### src/rtl/instr_fetch_unit_if.sv
// Fetch-unit bus: redirect request, sync instruction-memory port and decode-side valid/ready.
interface instr_fetch_unit_if;
    logic        redirect_valid;
    logic [31:0] redirect_pc;
    logic        imem_en;
    logic [31:0] imem_addr;
    logic [31:0] imem_rdata;
    logic        out_valid;
    logic        out_ready;
    logic [31:0] out_pc;
    logic [31:0] out_instr;
    logic        out_fault;

    modport master (
        input  redirect_valid, redirect_pc, imem_rdata, out_ready,
        output imem_en, imem_addr, out_valid, out_pc, out_instr, out_fault
    );

    modport slave (
        output redirect_valid, redirect_pc, imem_rdata, out_ready,
        input  imem_en, imem_addr, out_valid, out_pc, out_instr, out_fault
    );
endinterface

### src/rtl/instr_fetch_unit.sv
// IF stage: owns the PC, fetches from a sync-read instruction memory and buffers words toward decode.
// Optional misaligned-redirect trap is enabled by defining FETCH_MISALIGN_TRAP_EN.
module instr_fetch_unit #(
    parameter logic [31:0] RESET_PC   = 32'h0000_0000,
    parameter int unsigned FIFO_DEPTH = 2
) (
    input  logic               clk,
    input  logic               rst,
    instr_fetch_unit_if.master bus
);
    localparam int unsigned PTR_W = (FIFO_DEPTH > 1) ? $clog2(FIFO_DEPTH) : 1;
    localparam int unsigned CNT_W = $clog2(FIFO_DEPTH + 1);
    localparam logic [31:0] NOP   = 32'h0000_0013;

    typedef struct packed {
        logic [31:0] pc;
        logic [31:0] instr;
`ifdef FETCH_MISALIGN_TRAP_EN
        logic        fault;
`endif
    } entry_t;

    logic [31:0]      pc_q;
    logic             inflight_q;
    logic [31:0]      inflight_pc_q;
    logic [PTR_W-1:0] wr_ptr_q;
    logic [PTR_W-1:0] rd_ptr_q;
    logic [CNT_W-1:0] count_q;
    entry_t           fifo_q [FIFO_DEPTH];

    logic [31:0]      tgt_c;
    logic             trap_c;
    logic             stall_c;
    logic             fault_pend_c;
    logic [31:0]      occ_c;
    logic             issue_c;
    logic             fetch_c;
    logic             pop_c;
    logic             push_c;
    entry_t           head_c;
    entry_t           push_entry_c;

`ifdef FETCH_MISALIGN_TRAP_EN
    logic halt_q;
    logic fault_pend_q;

    assign tgt_c        = bus.redirect_pc;
    assign trap_c       = bus.redirect_valid && (bus.redirect_pc[1:0] != 2'b00);
    // An aligned redirect releases the halt in the same cycle so its target issues without a bubble.
    assign stall_c      = halt_q && !bus.redirect_valid;
    assign fault_pend_c = fault_pend_q;

    always_ff @(posedge clk) begin
        if (rst) begin
            halt_q       <= 1'b0;
            fault_pend_q <= 1'b0;
        end else if (bus.redirect_valid) begin
            halt_q       <= trap_c;
            fault_pend_q <= trap_c;
        end else begin
            fault_pend_q <= 1'b0;
        end
    end
`else
    logic unused_align_c;

    assign unused_align_c = ^bus.redirect_pc[1:0];
    assign tgt_c          = {bus.redirect_pc[31:2], 2'b00};
    assign trap_c         = 1'b0;
    assign stall_c        = 1'b0;
    assign fault_pend_c   = 1'b0;
`endif

    function automatic logic [PTR_W-1:0] ptr_inc(input logic [PTR_W-1:0] p);
        return (p == PTR_W'(FIFO_DEPTH - 1)) ? '0 : p + PTR_W'(1);
    endfunction

    // Issue only when the returning word is guaranteed a FIFO slot.
    assign occ_c    = 32'(count_q) + 32'(inflight_q) - 32'(pop_c);
    assign issue_c  = !rst && !stall_c && (occ_c < FIFO_DEPTH);
    assign fetch_c  = issue_c && !trap_c;

    assign bus.imem_en   = fetch_c;
    assign bus.imem_addr = bus.redirect_valid ? tgt_c : pc_q;

    assign head_c        = fifo_q[rd_ptr_q];
    assign bus.out_valid = !rst && (count_q != '0);
    assign bus.out_pc    = head_c.pc;
    assign bus.out_instr = head_c.instr;
`ifdef FETCH_MISALIGN_TRAP_EN
    assign bus.out_fault = bus.out_valid && head_c.fault;
`else
    assign bus.out_fault = 1'b0;
`endif

    assign pop_c  = bus.out_valid && bus.out_ready;
    assign push_c = !bus.redirect_valid && (inflight_q || fault_pend_c);

    always_comb begin
        push_entry_c       = '0;
        push_entry_c.pc    = inflight_pc_q;
        push_entry_c.instr = bus.imem_rdata;
`ifdef FETCH_MISALIGN_TRAP_EN
        if (fault_pend_c) begin
            push_entry_c.instr = NOP;
            push_entry_c.fault = 1'b1;
        end
`endif
    end

    // PC, inflight tracking and FIFO pointers; a redirect flushes the buffer and wrong-path return.
    always_ff @(posedge clk) begin
        if (rst) begin
            pc_q          <= RESET_PC;
            inflight_q    <= 1'b0;
            inflight_pc_q <= RESET_PC;
            wr_ptr_q      <= '0;
            rd_ptr_q      <= '0;
            count_q       <= '0;
        end else begin
            // A redirect that cannot issue this cycle must still fetch its own target next.
            pc_q          <= fetch_c ? bus.imem_addr + 32'd4 : bus.imem_addr;
            inflight_q    <= fetch_c;
            inflight_pc_q <= bus.imem_addr;
            if (bus.redirect_valid) begin
                wr_ptr_q <= '0;
                rd_ptr_q <= '0;
                count_q  <= '0;
            end else begin
                if (push_c) begin
                    wr_ptr_q <= ptr_inc(wr_ptr_q);
                end
                if (pop_c) begin
                    rd_ptr_q <= ptr_inc(rd_ptr_q);
                end
                count_q <= count_q + CNT_W'(push_c) - CNT_W'(pop_c);
            end
        end
    end

    always_ff @(posedge clk) begin
        if (!rst && push_c) begin
            fifo_q[wr_ptr_q] <= push_entry_c;
        end
    end
endmodule

### src/flat_wrapper.sv
// flat-port wrapper written by rule: the top's interface ports become plain ports
module instr_fetch_unit_flat 
#(
    parameter logic [31:0] RESET_PC   = 32'h0000_0000,
    parameter int unsigned FIFO_DEPTH = 2
)
  (clk, rst, bus_redirect_valid, bus_redirect_pc, bus_imem_rdata, bus_out_ready, bus_imem_en, bus_imem_addr, bus_out_valid, bus_out_pc, bus_out_instr, bus_out_fault);
  instr_fetch_unit_if bus_i ();
  input  logic clk;
  input  logic rst;
  input wire logic [$bits(bus_i.redirect_valid)-1:0] bus_redirect_valid;
  input wire logic [$bits(bus_i.redirect_pc)-1:0] bus_redirect_pc;
  input wire logic [$bits(bus_i.imem_rdata)-1:0] bus_imem_rdata;
  input wire logic [$bits(bus_i.out_ready)-1:0] bus_out_ready;
  output wire logic [$bits(bus_i.imem_en)-1:0] bus_imem_en;
  output wire logic [$bits(bus_i.imem_addr)-1:0] bus_imem_addr;
  output wire logic [$bits(bus_i.out_valid)-1:0] bus_out_valid;
  output wire logic [$bits(bus_i.out_pc)-1:0] bus_out_pc;
  output wire logic [$bits(bus_i.out_instr)-1:0] bus_out_instr;
  output wire logic [$bits(bus_i.out_fault)-1:0] bus_out_fault;
  assign bus_i.redirect_valid = bus_redirect_valid;
  assign bus_i.redirect_pc = bus_redirect_pc;
  assign bus_i.imem_rdata = bus_imem_rdata;
  assign bus_i.out_ready = bus_out_ready;
  assign bus_imem_en = bus_i.imem_en;
  assign bus_imem_addr = bus_i.imem_addr;
  assign bus_out_valid = bus_i.out_valid;
  assign bus_out_pc = bus_i.out_pc;
  assign bus_out_instr = bus_i.out_instr;
  assign bus_out_fault = bus_i.out_fault;
  instr_fetch_unit #(.RESET_PC(RESET_PC), .FIFO_DEPTH(FIFO_DEPTH)) u_core (.clk(clk), .rst(rst), .bus(bus_i));
endmodule
### config.mk
export PLATFORM = sky130hd
export DESIGN_NAME = instr_fetch_unit_flat
export DESIGN_NICKNAME = d
export VERILOG_FILES = /design/src/rtl/instr_fetch_unit_if.sv /design/src/rtl/instr_fetch_unit.sv /design/src/flat_wrapper.sv
export SDC_FILE = /design/constraint.sdc
export NUM_CORES = 1
export LEC_CHECK = 0
export CAP_MARGIN = 5
export CORE_ASPECT_RATIO = 1.2
export CORE_MARGIN = 5
export CORE_UTILIZATION = 55
export DETAILED_ROUTE_END_ITERATION = 6
export HOLD_SLACK_MARGIN = 0.02
export PLACE_DENSITY = 0.87
export SLEW_MARGIN = 5
export SYNTH_ARGS = -nofsm -noshare
export SYNTH_HDL_FRONTEND = slang
export SYNTH_SLANG_ARGS = --single-unit
### constraint.sdc
create_clock -name clk -period 10.8 [get_ports clk]
set_input_delay 2.7 -clock clk [delete_from_list [all_inputs] [get_ports clk]]
set_output_delay 2.7 -clock clk [all_outputs]
set_load 0.05 [all_outputs]
# Word-level counts from Yosys, hierarchy flattened

Memories as Yosys holds them, arrays and structs flattened. A register that Yosys moved wholly into a read port is not among the register bits.
Index checks and enable logic that the tools add are counted.

Add/sub/neg operators: 7
Magnitude comparators: 1
Multiplexer cells: 8
Reductions and logical operators: 9

Operators with widths:

| kind                                                        | count |
|---|---|
| 2-to-1 mux 32 bit                                           | 2 |
| adder 32 x 3 -> 32 bit, second input constant               | 1 |
| less-than comparator 32 x 2 -> 1 bit, second input constant | 1 |
| subtractor 32 x 1 -> 32 bit                                 | 1 |
| 2-to-1 mux 1 bit                                            | 6 |
| logical AND 1 bit                                           | 5 |
| adder 2 x 1 -> 3 bit                                        | 1 |
| adder 1 bit, second input constant                          | 2 |
| adder 2 x 1 -> 2 bit                                        | 1 |
| logical NOT 1 bit                                           | 2 |
| nonzero test 2 bit                                          | 1 |
| OR reduction 2 bit                                          | 1 |
| subtractor 2 x 1 -> 2 bit                                   | 1 |

Flip-flop bits (word level): 69
Bits in writable memories: 128
Input port bits: 68
Output and inout port bits: 99
Logic and storage cells: 32
Memories kept: 1

Memories:

| memory        | depth | width | read ports | clocked after memory_dff | write ports | RTL line               | RTL |
|---|---|---|---|---|---|---|---|
| u_core.fifo_q | 2     | 64    | 1          | 1                        | 1           | instr_fetch_unit.sv:29 | `entry_t fifo_q [FIFO_DEPTH];` |

# Longest topological paths before layout

Gate-level depths: netlist of run 1.

Word-level depth: 7
Gate-level depth with buffers: 13
Mapped depth without buffers: 11

# Least setup slack after synthesis of run 1

No wires, ideal clock.

Path type: input to output
Start point: input rst
End point: output bus_imem_en
Data arrival time: 4.392 ns
Required time: 8.100 ns
Setup slack: 3.708 ns
Stages on the path: 7
Buffers on the path: 1
Cells stage by stage: nand2b_1 nor3_1 fa_1 nor2b_1 o311ai_1 buf_2 nor2_1

Longest elaborated chain between the ends: 6

Ends and longest elaborated chain:

| item                                 | RTL line                                       | RTL |
|---|---|---|
| start: declaration                   | flat_wrapper.sv:10                             | `input logic rst;` |
| logical NOT 1 bit (*)                | instr_fetch_unit.sv:80, instr_fetch_unit.sv:87 |  |
| logical AND 1 bit                    | instr_fetch_unit.sv:87                         | `assign bus.out_valid = !rst && (count_q != '0);` |
| logical AND 1 bit                    | instr_fetch_unit.sv:96                         | `assign pop_c = bus.out_valid && bus.out_ready;` |
| subtractor 32 x 1 -> 32 bit          | instr_fetch_unit.sv:79                         | `assign occ_c = 32'(count_q) + 32'(inflight_q) - 32'(pop_c);` |
| less-than comparator 32 x 2 -> 1 bit | instr_fetch_unit.sv:80                         | `assign issue_c = !rst && !stall_c && (occ_c < FIFO_DEPTH);` |
| logical AND 1 bit (*)                | instr_fetch_unit.sv:80                         |  |
| end: declaration                     | flat_wrapper.sv:15                             | `output wire logic [$bits(bus_i.imem_en)-1:0] bus_imem_en;` |

Mark *: on every way between the ends. The rest lies on a longest branch, timed or not.

# Final worst setup path of run 1

Same ends and word-level chain as after synthesis.

==> results.sh, run 1 <==
export IMPL_worstPathArrival_ns=5.50
export IMPL_timing_rr_start="u_core.inflight_q"
export IMPL_core_sq_um=14200
export IMPL_power_density_nw_per_um2=164
export IMPL_cts_buffer_depth=2
export IMPL_synthArstFlopShare=0
export IMPL_worstSetupStartpointType="input port"
export IMPL_pwr_share_clk=0.380
export IMPL_seqPwrFrac=0.499
export IMPL_min_to="u_core.fifo_q[0][47]"
export IMPL_finalPower_mw=1.68
export IMPL_tns_ns=0
export IMPL_grt_pass1_vias=5084
export IMPL_maxCapViolations=0
export IMPL_cts_resized=0
export IMPL_hold_worst_slack_ns=0.422
export IMPL_ys_ff_latch=196
export IMPL_path_class="input port to output port"
export IMPL_finalHoldViolations=0
export IMPL_max_vdd_ir_drop_mv=0.0962
export IMPL_cts_setup_buffers=0
export IMPL_n_antenna_cell=0
export IMPL_ys_types=50
export IMPL_overflow=0
export IMPL_fin_cells=897
export IMPL_fill_cells=955
export IMPL_rr_worst_depth=12
export IMPL_avgSynthCellArea_sq_um=14.4
export IMPL_hpwlAfterDp_um=11000
export IMPL_initial_utilization=0.553
export IMPL_wl_um=16300
export IMPL_rsz0062_at_grt="no"
export IMPL_hold_buffers=0
export IMPL_min_period_ns=8.20
export IMPL_synth_ff_type="edfxtp_1"
export IMPL_synth_fp_nets=624
export IMPL_fmax_mhz=122
export IMPL_p_sw_mw=0.405
export IMPL_period_share=0.760
export IMPL_drive_gt1_frac=0.195
export IMPL_fp_dieW_um=119
export IMPL_final_max_slew_viol_count=0
export IMPL_finClkSkew_ns=0.00983
export IMPL_synth_top_cell_by_area="edfxtp_1"
export IMPL_crit_path_end_kind="output port"
export IMPL_ys_seq_area_frac=0.661
export IMPL_area_delta_synth_final_pct=30.1
export IMPL_slowest_delay_ns=0.84
export IMPL_hp_start="u_core.inflight_pc_q[15]"
export IMPL_synthCells=546
export IMPL_fin_nets=787
export IMPL_yosysWarnings=0
export IMPL_path_max_fanout=65
export IMPL_cp_data_required_time_ns=8.10
export IMPL_gp_congestion=0.827
export IMPL_cts_tree="done"
export IMPL_cts_clk_slew_worst_paths_ns=0.07
export IMPL_dieArea_sq_um=16800
export IMPL_antenna_found_initial=0
export IMPL_numCtsBuffers=17
export IMPL_netlist_area_sq_um=7880
export IMPL_ant_nets=0
export IMPL_worst_path_max_delay_cell="clkdlybuf4s50_1"
export IMPL_rows=48
export IMPL_h_tree_depth=4
export IMPL_holdCritPathClass="flip-flop to flip-flop"
export IMPL_grt_pass1_wl_um=26100
export IMPL_comb_power_share=0.121
export IMPL_path_cells="buf_2, buf_4, nand2b_1, nor3_1, ha_1, ha_1, nor2b_1, o311ai_1, buf_4, nor2_1, clkdlybuf4s50_1"
export IMPL_viasPerCell=5.39
export IMPL_hold_depth=0
export IMPL_relSlewSlack=0.401
export IMPL_p_leak_nw=3.75
export IMPL_finalSetupViolCount=0
export IMPL_port_buffers=163
export IMPL_r2r_end="u_core.pc_q[29]"
export IMPL_drtPass1Iterations=4
export IMPL_die_height_um=141
export IMPL_r2r_setup_slack_ns=7.28
export IMPL_dp_cells=865
export IMPL_cts_sinks=196
export IMPL_grt_use_total=0.199
export IMPL_sw_frac_of_total=0.241
export IMPL_worst_pin_slew_ns=0.898
export IMPL_yosys_top_cells_area="edfxtp_1 (49%), dfxtp_1 (17%), mux2_2 (11%)"
export IMPL_drt_initial_drc_count=510
export IMPL_synth_edf_count=128
export IMPL_drc=0
export IMPL_status="complete, no violations"
export IMPL_io_pins=167
export IMPL_clock_latency_ns=0.42
export IMPL_synth_top_area_frac=0.488
export IMPL_intPower_mw=1.27
export IMPL_clock_tree_root_cell="clkbuf_16"
export IMPL_vias=4831
export IMPL_wl_per_cell_um=18.2
export IMPL_critical_path_startpoint="rst"
export IMPL_grt_start_max_net_pins=66
==> metal layers <==
metal	up-vias	GRT usage	share of wire
li1	2305	-	-
met1	2380	0.241	0.41
met2	132	0.353	0.54
met3	14	0.0341	0.037
met4	0	0.0763	0.014
met5	-	0	0
==> sequential cells by signal, summed over array words and instances (netlist names), named ones only <==
signal                cells
u_core.count_q            2
u_core.fifo_q           128
u_core.inflight_pc_q     32
u_core.inflight_q         1
u_core.pc_q              30
u_core.rd_ptr_q           1
u_core.wr_ptr_q           1
==> power by group through the flow <==
| stage | combinational [mW] | sequential (mW) | clock, mW |
|---|---|---|---|
| 3_3_place_gp | 0.198 | 0.851 | 0 |
| 5_1_grt | 0.215 | 0.839 | 0.682 |
| 4_1_cts | 0.204 | 0.836 | 0.648 |
| 2_1_floorplan | 0.127 | 0.850 | 0 |
| 3_5_place_dp | 0.203 | 0.853 | 0 |
| 6_report | 0.203 | 0.837 | 0.637 |
==> per-stage QoR <==
| stage | area (sq um) | worst slack, ns | utilization |
|---|---|---|---|
| after CTS | 10200 | 2.61 | 0.720 |
| after global routing | 10200 | 2.37 | 0.720 |
| after global placement | 9640 | 2.73 | 0.678 |
| after floorplan | 7880 | 3.71 | - |
| after detailed placement | 9640 | 2.67 | 0.678 |
| final | 10200 | 2.60 | 0.720 |
==> area by class of cell <==
class                           instances  area (sq um)  share of cell area
Timing Repair Buffer                  169          1670               0.163
Inverter                               26          97.6             0.00952
Clock buffer                           18           429              0.0419
Sequential cell                       196          5210               0.508
Multi-Input combinational cell        299          2450               0.240
Clock inverter                         14           174              0.0170
Tap cell                              175           219              0.0214
==> cells by family after synthesis <==
| logic type | Yosys count | share of synthesized area |
|---|---|---|
| other | 1 | 0.000476 |
| flip-flops | 196 | 0.661 |
| multiplexers | 109 | 0.153 |
| AO/OA/AOI/OAI | 23 | 0.0216 |
| adder cells (fa/ha/maj) | 10 | 0.0168 |
| XOR/XNOR | 8 | 0.00890 |
| buffers and inverters | 51 | 0.0286 |
| AND/OR/NAND/NOR | 148 | 0.110 |
==> synth_stat cells, types with 7 or more instances <==
cell type    n
clkbuf_1    10
dfxtp_1     68
edfxtp_1   128
ha_1         9
inv_1       25
mux2_1      12
mux2_2      80
mux2i_1     17
nand2_1     20
nand2b_1     7
nand3_1     11
nor2_1      48
nor2b_1     14
nor3_1      13
xnor2_1      8
==> critical path: cells and delay by family <==
family,cells,cell delay (ns)
compound gates,1,0.12
fa+ha+maj,2,0.40
buf+inv,4,1.62
simple gates,4,0.64
==> cells in the final DEF (no fill, tap or decap), drive strengths merged, types with 4 or more instances in the layout <==
cell type      instances
clkdlybuf4s50        161
edfxtp               128
mux2                  92
dfxtp                 68
nor2                  49
inv                   31
nand2                 21
clkbuf                18
mux2i                 17
nor3                  15
nor2b                 14
nand3                 11
ha                     9
xnor2                  8
buf                    8
nand2b                 7
nor4b                  6
a21oi                  5
and2                   4
o21ai                  4
nand4                  4
nand3b                 4
==> worst max path at each step <==
stage | depth (start not counted) | endpoint | slack, ns
CTS | 11 | bus_imem_en | 2.61
finish | 11 | bus_imem_en | 2.60
detailed placement | 11 | bus_imem_en | 2.67
global placement | 11 | bus_imem_en | 2.73
global route | 11 | bus_imem_en | 2.37
floorplan | 7 | bus_imem_en | 3.71
No activity file was read; power rests on OpenSTA's default activity.
==> run 2: changes to the inputs <==
- CORE_UTILIZATION: 55 -> 46
- PLACE_DENSITY: 0.87 -> 0.78
- clock period: 10.8 -> 6.8 ns (I/O delays scaled with it)
==> run 2 against run 1 <==
  * Final cell count up 4.7%
  * Sequential power up 59%
  * Die area up 18%
  * Combinational power up 59%
  * Worst hold slack better by 0.0050 ns
  * Core utilization down 11 points
  * Worst setup slack worse by 1.7 ns
  * Highest routed layer unchanged
==> results.sh, run 2 (synthesized netlist as in run 1, its figures left out) <==
export IMPL_status="complete, no violations"
export IMPL_rr_worst_depth=12
export IMPL_hp_start="u_core.inflight_pc_q[7]"
export IMPL_crit_path_end_kind="output port"
export IMPL_layout_commonest_cell="clkdlybuf4s50_1"
export IMPL_cts_clk_slew_worst_paths_ns=0.07
export IMPL_path_max_fanout=11
export IMPL_port_buffers=163
export IMPL_hold_depth=0
export IMPL_period_share=0.872
export IMPL_cts_buffer_depth=2
export IMPL_grt_pass1_vias=5108
export IMPL_overflow=0
export IMPL_worstSetupStartpointType="input port"
export IMPL_drc=0
export IMPL_viasPerCell=5.13
export IMPL_initial_utilization=0.467
export IMPL_grt_start_max_net_pins=65
export IMPL_drive_gt1_frac=0.196
export IMPL_worst_pin_slew_ns=1.22
export IMPL_antenna_found_initial=0
export IMPL_crit_top_cell="clkdlybuf4s50_1"
export IMPL_cts_setup_buffers=0
export IMPL_drt_initial_drc_count=312
export IMPL_cts_tree="done"
export IMPL_vias=4819
export IMPL_final_max_slew_viol_count=0
export IMPL_reg_top3="u_core.fifo_q x128, u_core.inflight_pc_q x32, u_core.pc_q x30"
export IMPL_power_density_nw_per_um2=257
export IMPL_io_pins=167
export IMPL_cts_resized=0
export IMPL_gp_congestion=0.773
export IMPL_ant_nets=0
export IMPL_fin_nets=788
export IMPL_clock_tree_root_cell="clkbuf_16"
export IMPL_timing_rr_start="u_core.inflight_q"
export IMPL_r2r_setup_slack_ns=3.42
export IMPL_min_to="u_core.fifo_q[0][39]"
export IMPL_numCtsBuffers=17
export IMPL_fp_dieW_um=129
export IMPL_finalHoldViolations=0
export IMPL_dieArea_sq_um=19800
export IMPL_path_class="input port to output port"
export IMPL_worst_path_max_delay_cell="clkdlybuf4s50_1"
export IMPL_finalPower_mw=2.65
export IMPL_grt_pass1_wl_um=26200
export IMPL_wl_um=16600
export IMPL_worst_slack_ns=0.868
export IMPL_fin_util=0.612
export IMPL_cts_sinks=196
export IMPL_largest_register="u_core.fifo_q"
export IMPL_drtPass1Iterations=4
export IMPL_rsz0062_at_grt="no"
export IMPL_dp_cells=907
export IMPL_path_cells="clkdlybuf4s50_1, nand2b_1, nor3_1, fa_1, nor2b_1, o311ai_1, buf_4, nor2_1, clkdlybuf4s50_1"
export IMPL_max_vdd_ir_drop_mv=0.153
export IMPL_place_ws_ns=0.859
export IMPL_slowest_delay_ns=0.83
export IMPL_tns_ns=0
export IMPL_finClkSkew_ns=0.00855
export IMPL_fmax_mhz=169
export IMPL_p_leak_nw=3.77
export IMPL_crit_family="buffers and inverters"
export IMPL_relSlewSlack=0.183
export IMPL_wl_per_cell_um=17.7
export IMPL_final_cell_mix="clkdlybuf4s50_1 (161), edfxtp_1 (128), mux2_2 (80)"
export IMPL_hpwlAfterDp_um=11700
export IMPL_area_delta_synth_final_pct=30.9
export IMPL_r2r_end="u_core.pc_q[31]"
export IMPL_core_sq_um=16900
export IMPL_worstPathArrival_ns=4.23
export IMPL_h_tree_depth=4
export IMPL_hold_buffers=0
export IMPL_cp_data_required_time_ns=5.10
export IMPL_largest_reg_flops=128
export IMPL_n_antenna_cell=0
export IMPL_min_period_ns=5.93
export IMPL_rows=52
export IMPL_die_height_um=153
export IMPL_maxCapViolations=0
export IMPL_holdCritPathClass="flip-flop to flip-flop"
export IMPL_crit_buf_inv=3
export IMPL_fin_cells=939
export IMPL_grt_use_total=0.171
export IMPL_clock_latency_ns=0.43
export IMPL_finalSetupViolCount=0
-- run 2: cell types whose count changed in the layout (fill, tap and decap cells not counted), sizes merged --
| cell | previous run | this run |
|---|---|---|
| clkinvlp | 3 | 0 |
| clkinv | 3 | 2 |
| clkbuf | 18 | 26 |
| bufinv | 3 | 0 |
| buf | 8 | 9 |
| inv | 31 | 30 |
-- run 2: cell type report --
class	instances	area [sq um]
fillers	1329	6540
flip-flops and latches	196	5210
multi-input cells	299	2450
repair buffers	170	1670
clock buffers	26	557
well taps	216	270
inverters	26	97.6
clock inverters	6	52.6
-- run 2: worst max-delay path by stage --
stage,slack [ns],depth (start not counted),start,end
floorplan,1.07,7,bus_redirect_valid,u_core.fifo_q[0][0]
global placement,0.95,9,bus_out_ready,bus_imem_en
detailed placement,0.86,9,bus_out_ready,bus_imem_en
CTS,0.86,9,bus_out_ready,bus_imem_en
global route,0.71,9,bus_out_ready,bus_imem_en
finish,0.87,9,bus_out_ready,bus_imem_en
-- run 2: power breakdown --
part           internal, mW  switching (mW)  total, mW
clock network         0.575           0.426       1.00
registers              1.31          0.0183       1.33
logic                 0.125           0.197      0.322
-- run 2: metrics by stage --
stage,instance area (sq um),hold slack [ns]
floorplan,7880,0.404
global placement,9700,0.406
detailed placement,9700,0.416
CTS,10300,0.429
global route,10300,0.431
finish,10300,0.427
-- run 2: layer usage --
| layer | vias to the layer above | GRT usage | part of all wire |
|---|---|---|---|
| met5 | - | 0 | 0 |
| met4 | 0 | 0.0861 | 0.029 |
| met3 | 31 | 0.0353 | 0.046 |
| met2 | 148 | 0.294 | 0.53 |
| met1 | 2335 | 0.199 | 0.40 |
| li1 | 2305 | - | - |
